--- src/rtl/tft_ctrl.sv ---
// 480x272 TFT timing generator: sync/DE decode from free-running line/frame
// counters, one-clock-early pixel requests, and panel output gating.
module tft_ctrl #(
    parameter int H_SYNC  = 41,
    parameter int H_BACK  = 2,
    parameter int H_VALID = 480,
    parameter int H_FRONT = 2,
    parameter int V_SYNC  = 10,
    parameter int V_BACK  = 2,
    parameter int V_VALID = 272,
    parameter int V_FRONT = 2
) (
    input  logic        tft_clk_9m,
    input  logic        sys_rst,
    input  logic [23:0] rgb_data,
    output logic [11:0] pix_x,
    output logic [11:0] pix_y,
    output logic        hsync,
    output logic        vsync,
    output logic [23:0] rgb_tft,
    output logic        tft_de,
    output logic        tft_clk,
    output logic        tft_bl,
    output logic        frame_start
);

    localparam int H_TOTAL = H_SYNC + H_BACK + H_VALID + H_FRONT;
    localparam int V_TOTAL = V_SYNC + V_BACK + V_VALID + V_FRONT;

    localparam logic [11:0] H_LAST    = 12'(H_TOTAL - 1);
    localparam logic [11:0] V_LAST    = 12'(V_TOTAL - 1);
    localparam logic [11:0] H_DE_LO   = 12'(H_SYNC + H_BACK);
    localparam logic [11:0] H_DE_HI   = 12'(H_SYNC + H_BACK + H_VALID - 1);
    localparam logic [11:0] H_REQ_LO  = 12'(H_SYNC + H_BACK - 1);
    localparam logic [11:0] H_REQ_HI  = 12'(H_SYNC + H_BACK + H_VALID - 2);
    localparam logic [11:0] V_ACT_LO  = 12'(V_SYNC + V_BACK);
    localparam logic [11:0] V_ACT_HI  = 12'(V_SYNC + V_BACK + V_VALID - 1);
    localparam logic [11:0] NO_PIXEL  = 12'hFFF;

    logic [11:0] cnt_h;
    logic [11:0] cnt_v;
    logic        h_de;
    logic        h_req;
    logic        v_act;
    logic        req_win;

    function automatic logic in_range(input logic [11:0] val,
                                      input logic [11:0] lo,
                                      input logic [11:0] hi);
        return (val >= lo) && (val <= hi);
    endfunction

    // Counter stage: cnt_v steps on the same edge that wraps cnt_h.
    always_ff @(posedge tft_clk_9m) begin
        if (sys_rst) begin
            cnt_h <= '0;
            cnt_v <= '0;
        end else if (cnt_h == H_LAST) begin
            cnt_h <= '0;
            cnt_v <= (cnt_v == V_LAST) ? 12'd0 : cnt_v + 12'd1;
        end else begin
            cnt_h <= cnt_h + 12'd1;
        end
    end

    always_ff @(posedge tft_clk_9m) begin
        if (sys_rst) begin
            tft_bl <= 1'b0;
        end else begin
            tft_bl <= 1'b1;
        end
    end

    // Decode stage: requests run one clock ahead of DE so the renderer's
    // registered colour lands exactly in the DE cycle.
    always_comb begin
        h_de    = in_range(cnt_h, H_DE_LO, H_DE_HI);
        h_req   = in_range(cnt_h, H_REQ_LO, H_REQ_HI);
        v_act   = in_range(cnt_v, V_ACT_LO, V_ACT_HI);
        req_win = h_req && v_act;

        hsync       = (cnt_h < 12'(H_SYNC));
        vsync       = (cnt_v < 12'(V_SYNC));
        tft_de      = h_de && v_act;
        pix_x       = req_win ? (cnt_h - H_REQ_LO) : NO_PIXEL;
        pix_y       = req_win ? (cnt_v - V_ACT_LO) : NO_PIXEL;
        rgb_tft     = tft_de ? rgb_data : 24'h000000;
        frame_start = (cnt_h == 12'd0) && (cnt_v == 12'd0) && !sys_rst;
    end

    assign tft_clk = tft_clk_9m;

endmodule

--- config.mk ---
export PLATFORM = sky130hd
export DESIGN_NAME = tft_ctrl
export DESIGN_NICKNAME = d
export VERILOG_FILES = /design/src/rtl/tft_ctrl.sv
export SDC_FILE = /design/constraint.sdc
export NUM_CORES = 1
export LEC_CHECK = 0
export BUFFER_PORTS_ARGS = -buffer_cell sky130_fd_sc_hd__buf_2
export CAP_MARGIN = 15
export CORE_ASPECT_RATIO = 1.2
export CORE_MARGIN = 3
export CORE_UTILIZATION = 45
export DETAILED_ROUTE_END_ITERATION = 8
export HOLD_SLACK_MARGIN = 0.08
export PLACE_DENSITY = 0.76
export SLEW_MARGIN = 5
export SYNTH_ARGS = -nofsm -noshare
export SYNTH_HDL_FRONTEND = slang
export SYNTH_SLANG_ARGS = --single-unit
--- constraint.sdc ---
create_clock -name tft_clk_9m -period 2.2 [get_ports tft_clk_9m]
set_clock_uncertainty 0.1 [all_clocks]
set_input_delay 0.11 -clock tft_clk_9m [delete_from_list [all_inputs] [get_ports tft_clk_9m]]
set_output_delay 0.11 -clock tft_clk_9m [all_outputs]
set_load 0.005 [all_outputs]
==> flow_metrics.tcl, run 1 <==
set metrics [dict create \
    unrepaired_setup_endpoints_after_global_routing "yes" \
    power.density_cell_area_nw_per_um2 302.9 \
    grt_start_max_net_pins 26 \
    critical_path_required_ps 1990 \
    critical_path_class "reg2out" \
    syn-mean-instance-area_sq_um 7.644 \
    run_status "finished with violations" \
    most_numerous_cell_on_the_critical_path "or3_4" \
    syn-instance-count 310 \
    setup.worst_path.end_class "output pin" \
    leakage_uw 0.001511 \
    start_util_pct 47.30 \
    detailed_route_wire_length_microns 8100 \
    number_of_iterations_in_the_first_detailed_routing_pass 4 \
    synth_top_family_by_area "simple AND/OR/NAND/NOR gates" \
    coreArea_sq_um 5010 \
    yosys.area_share.simple_pct 38.81 \
    hold_vio_cnt_final 0 \
    synth_nets 349 \
    place.gp.congestion 0.9138 \
    timing.critical_path.slowest_stage_cell "or3_4" \
    post_synthesis_xor_xnor_area_fraction_pct 7.392 \
    highest_attainable_clock_frequency_ghz 0.3841 \
    placement.io_buffers 79 \
    clk-insertion-delay-late_ps 380 \
    hpwlAfterDp_microns 5359 \
    post-route-drc-count 0 \
    synth.lib_cells_used.distinct 48 \
    timing.hold.worst.class "clk2out" \
    boundaryPins 80 \
    violations_in_the_final_reports "setup timing" \
    synth_edf_count 0 \
    fraction_of_synthesized_area_in_multiplexers_pct 0 \
    ys_seq_area_share_pct 21.12 \
    area_leader_netlist "dfxtp_1" \
    die_width_microns 72.25 \
    synthesis.yosys.warnings 0 \
    synthAdderAreaFrac_pct 6.864 \
    drv.max_cap_violation_count 0 \
    worstPathBufferInverterCount 2 \
    finalNonFillerCells 492 \
    first_global_vias 2673 \
    critPathLaunchType "flip-flop" \
    globalRouteOverflowTotal 0 \
    yosys-top-cells-area "dfxtp_1 21%, nor4_2 9.0%, ha_1 6.9%, inv_1 5.2%, nand3_1 4.9%" \
    diodes 0 \
    area_growth_pct 49.58 \
    vdd_ir_drop_max_mv 0.2960 \
    timing.critical_path.fanout_max 15 \
    drt-wirelength-per-cell_microns 16.46 \
    clock_tree_from_tritoncts "yes" \
    fraction_of_synthesis_flops_using_an_asynchronous_set_or_reset_pin_pct 0 \
    cp_top_family "simple AND/OR/NAND/NOR gates" \
    global_routing_usage_summed_across_all_routing_layers_pct 25.60 \
    grt_pass1_wl_microns 12590 \
    cpPeakStageDelay_ps 390 \
    final_period_minus_worst_setup_slack_ps 2603 \
    routed_via_density 5.805 \
    cts.reportedPaths.clkPinSlew_ps 90 \
    postSynthRegisterBits 25 \
    worstPathArrival_ps 2390 \
    share_of_cells_above_drive_strength_1_pct 47.69 \
    synthTopCellsByCount "33 x inv_1, 25 x dfxtp_1, 23 x nand3_1, 18 x nor2_1" \
    fp-row-count 28 \
    floorplan.die_area_sq_um 6177 \
    synth_flop_type "dfxtp_1" \
    synth_compound_gate_area_share_pct 15.05 \
    synthesis.area_sq_um 2370 \
    synth.most_common_cell "inv_1" \
    drtAntennaViolNets 0 \
    antenna_found_initial 0 \
    die_h_microns 85.50 \
    finalNetCount 472 \
    slew_viol_final 0 \
    dr.first_iter.drc_count 198 \
    timing.final.setup_violations 49 \
    utilization_pct 70.75 \
    slew_headroom_pct 71.88 \
    transition_time_at_the_pin_with_the_least_slew_margin_ps 416.1 \
    finalWorstSetupSlack_ps -403.4 \
    final_min_period_over_clock_period_pct 118.3 \
    place_inst 470 \
    vias 2856 \
    sequence_of_cells_on_the_critical_path "or3_4 > or3_4 > a221o_2 > buf_12 > nor4_2 > buf_2" \
    yosysTopAreaCellShare_pct 21.12 \
]
==> power breakdown <==
part           internal [uW]  leakage [uW]  switching [uW]  total, uW
sequential               457      0.000206            8.30        465
combinational           76.7       0.00126            82.0        159
clock                    258     0.0000483             192        450
==> worst register-to-register path: stages (launching register included) <==
cell and delay [ps]:
dfxtp_4 380, inv_4 60, ha_4 150, buf_4 120, nor3b_4 180, buf_4 150
nand4_1 170, buf_4 210, or3_1 340, a21oi_1 140
==> state kept, by name (all words and copies together), names as in the netlist <==
register and cells:
tft_bl 1, cnt_v 12, cnt_h 12
==> per-stage QoR <==
stage               TNS [ps]  area [sq um]  hold WS [ps]  setup WS, ps  power, uW
global route          -20340          3545         316.0        -503.0       1119
global placement           0          3104         92.88         45.72      606.2
CTS                   -16100          3412         307.6        -393.3       1055
finish                -16580          3545         299.3        -403.4       1074
floorplan                  0          2375         82.38         20.70      563.5
detailed placement    -85.16          3104         92.88        -38.30      608.0
==> cells in the final DEF, fill, tap and decap left out, drive strengths merged, types with 2 or more instances in the layout <==
cell type	instances
buf	139
inv	33
nor4	25
dfxtp	25
nand3	23
nor2	18
nand2	17
nand4	16
o21ai	14
ha	13
a21oi	12
nor3	12
or3	12
xnor2	11
xor2	9
clkbuf	7
o31ai	4
and3	4
nand2b	2
nor2b	2
and2	2
a21o	2
o2111ai	2
o211ai	2
nor4b	2
nor4bb	2
or4	2
o22ai	2
a21boi	2
a32oi	2
==> repair_timing <==
item,CTS,global route
endpoints found under the setup margin,51,51
buffers inserted,7,5
endpoints found under the hold margin,3,0
gates cloned,3,0
resized for setup,40,21
hold buffers,1,0
pin swaps,5,7
==> cell type report <==
class	instances	area (sq um)
Multi-Input combinational cell	227	1826
Fill cell	392	1465
Timing Repair Buffer	139	908.4
Sequential cell	25	515.5
Inverter	33	128.9
Clock buffer	8	91.34
Tap cell	60	75.07
==> kinds of logic (layout without fill, tap and decap cells) <==
kind of cell | after synthesis | after routing
flops | 25 | 25
xor+xnor | 20 | 20
simple gates | 143 | 143
fa+ha+maj | 13 | 13
compound gates | 51 | 51
buf+inv | 58 | 180
==> final timing paths <==
path / startpoint / to / slack, ps / cells past startpoint
setup / recovery: cnt_v[11] / rgb_tft[10] / -400 / 6
hold / removal: tft_clk_9m / tft_clk / 300 / 3
setup reg to reg: cnt_h[0] / cnt_v[7] / 140 / 9
hold reg to reg: cnt_v[3] / cnt_v[3] / 470 / 2
==> metal layers <==
| metal | vias to the layer above | share of wire (%) | track usage [%] |
|---|---|---|---|
| met3 | 24 | 9.8 | 5.627 |
| met4 | 0 | 3.1 | 9.744 |
| met1 | 1313 | 38 | 30.21 |
| li1 | 1357 | - | - |
| met5 | - | 0 | 0 |
| met2 | 162 | 49 | 44.57 |
(Power assumes the default switching activity.)
==> inputs of run 2 (changes only) <==
Settings changed: BUFFER_PORTS_ARGS -buffer_cell sky130_fd_sc_hd__buf_2 to unset, CTS_BUF_LIST set to sky130_fd_sc_hd__clkbuf_8, DONT_BUFFER_PORTS set to 1, PLACE_DENSITY 0.76 to unset.
Clock period 2.2 ns to 3.32 ns, I/O delays scaled along.
==> run 2 against run 1 <==
- the run now ends clean
- count of clock-buffer cells in the layout decreased by 5
- critical path depth decreased by 2
- total power decreased by 49%
- sequential power decreased by 33%
- setup slack improved by 880 ps
- first-iteration DRC count decreased by 25%
- worst hold slack got worse by 230 ps
- global-route usage decreased by 5.8 points
- largest power group unchanged
- combinational power decreased by 69%
- cell count decreased by 27%
- final area decreased by 31%
==> flow_metrics.tcl, run 2 (same netlist as run 1, synthesis figures left out) <==
set metrics [dict create \
    run_status "finished, final reports clean" \
    critPathLaunchType "flip-flop" \
    antenna_found_initial 0 \
    worst_r2r_src "cnt_h[6]" \
    post-route-drc-count 0 \
    transition_time_at_the_pin_with_the_least_slew_margin_ps 711.2 \
    timing.hold.worst.class "clk2out" \
    vdd_ir_drop_max_mv 0.1166 \
    groute.layer.met3.usage_pct 3.869 \
    timing.final.setup_violations 0 \
    finalNetCount 338 \
    cts_resized 0 \
    routed_via_density 6.184 \
    cts.reportedPaths.clkPinSlew_ps 90 \
    grt_start_max_net_pins 26 \
    cpPeakStageDelay_ps 640 \
    fp-row-count 28 \
    power.density_cell_area_nw_per_um2 222.6 \
    placement.cell_area_sq_um 2389 \
    detailed_route_wire_length_microns 6030 \
    vias 2214 \
    place.gp.congestion 0.8334 \
    boundaryPins 80 \
    numCtsBuffers 3 \
    drtAntennaViolNets 0 \
    rr_worst_depth 4 \
    coreArea_sq_um 5010 \
    mostFrequentLayoutCells "34 x inv_1, 25 x dfxtp_1, 23 x nand3_1, 18 x nor2_1" \
    cts_max_level 1 \
    timing.critical_path.fanout_max 25 \
    hold_vio_cnt_final 0 \
    slew_viol_final 0 \
    clk-insertion-delay-late_ps 270 \
    final_min_period_over_clock_period_pct 85.61 \
    grt_use_met1_pct 24.22 \
    leakage_uw 0.0008902 \
    finalInstanceArea_sq_um 2444 \
    diodes 0 \
    hold_end "tft_clk" \
    worstPathArrival_ps 2580 \
    dr.first_iter.drc_count 149 \
    globalRouteOverflowTotal 0 \
    first_global_vias 2039 \
    drt-wirelength-per-cell_microns 16.84 \
    grt_pass1_wl_microns 10020 \
    die_h_microns 85.50 \
    grt.met2_usage_pct 33.64 \
    placement.io_buffers 0 \
    largestRegisters "cnt_h (12), cnt_v (12), tft_bl (1)" \
    clkSinkCount 25 \
    timing.critical_path.slowest_stage_cell "a221o_2" \
    clock_tree_from_tritoncts "yes" \
    share_of_cells_above_drive_strength_1_pct 12.75 \
    floorplan.die_area_sq_um 6177 \
    critical_path.startpoint "cnt_v[5]" \
    highest_attainable_clock_frequency_ghz 0.3518 \
    die_width_microns 72.25 \
    sequence_of_cells_on_the_critical_path "or3_1 > a31o_4 > a221o_2 > nor4_1" \
    hpwlAfterDp_microns 4551 \
    area_growth_pct 3.115 \
    global_route.peak_usage_layer "met2" \
    tns_ps 0 \
    worst_hold_startpoint "tft_clk_9m" \
    start_util_pct 47.30 \
    global_routing_usage_summed_across_all_routing_layers_pct 19.84 \
    critical_path_class "reg2out" \
    setup.worst_path.end_class "output pin" \
    reg2reg_slack_ps 1000 \
    final_period_minus_worst_setup_slack_ps 2842 \
    layout.cells.most_common "inv_1" \
    whs_ps 66.10 \
    drv.max_cap_violation_count 0 \
    unrepaired_setup_endpoints_after_global_routing "no" \
    critical_path_required_ps 3050 \
    hold_depth 0 \
    number_of_iterations_in_the_first_detailed_routing_pass 5 \
    critical_path.reg2reg.endpoint "cnt_v[9]" \
    slew_headroom_pct 52.07 \
    deepest_clock_path_buffer_count 2 \
    clockRootBuffer "clkbuf_8" \
]
## run 2: cell types whose count changed in the layout (fill, tap and decap cells not counted), sizes merged
cell and delta:
clkbuf -4, inv +1, buf -131
## run 2: cell type report
class	count	area [sq um]
fillers	499	2566
clock inverters	1	3.754
well taps	60	75.07
inverters	33	123.9
clock buffers	3	41.29
multi-input cells	227	1629
flip-flops and latches	25	500.5
repair buffers	9	70.07
## run 2: stage by stage
step	utilization (%)	total power (uW)	cells	worst slack [ps]
after floorplan	-	373.0	310	1053
after global placement	47.68	368.2	353	820.6
after detailed placement	47.68	367.8	353	778.8
after CTS	48.78	552.5	358	472.3
after global routing	48.78	574.7	358	346.5
final	48.78	544.0	358	477.6
## run 2: per-layer routing
layer	vias up	share of wire, %
li1	1090	-
met1	1040	42
met2	69	51
met3	15	4.8
met4	0	2.8
met5	-	0
## run 2: timing repair
item | in CTS | in global routing
hold endpoints to repair | 5 | 0
buffers inserted | 0 | 0
hold buffers | 1 | 0
setup endpoints to repair | 0 | 0
## run 2: power breakdown
part / switching (uW) / internal (uW) / leakage, uW
Clock: 99.5 / 82.9 / 0.0000269
Combinational: 30.6 / 19.4 / 0.000661
Sequential: 8.28 / 303 / 0.000202
## run 2: how the worst max path moves through the flow
| stage | to | slack, ps |
|---|---|---|
| finish | rgb_tft[0] | 480 |
| global route | tft_de | 350 |
| CTS | rgb_tft[0] | 470 |
| detailed placement | rgb_tft[0] | 780 |
| global placement | rgb_tft[0] | 820 |
| floorplan | rgb_tft[10] | 1050 |
## run 2: critical path, delay by kind of cell, from the launching register on
kind / cells / cell delay [ps]
simple gates: 2 / 1000
flops: 1 / 380
compound gates: 2 / 920
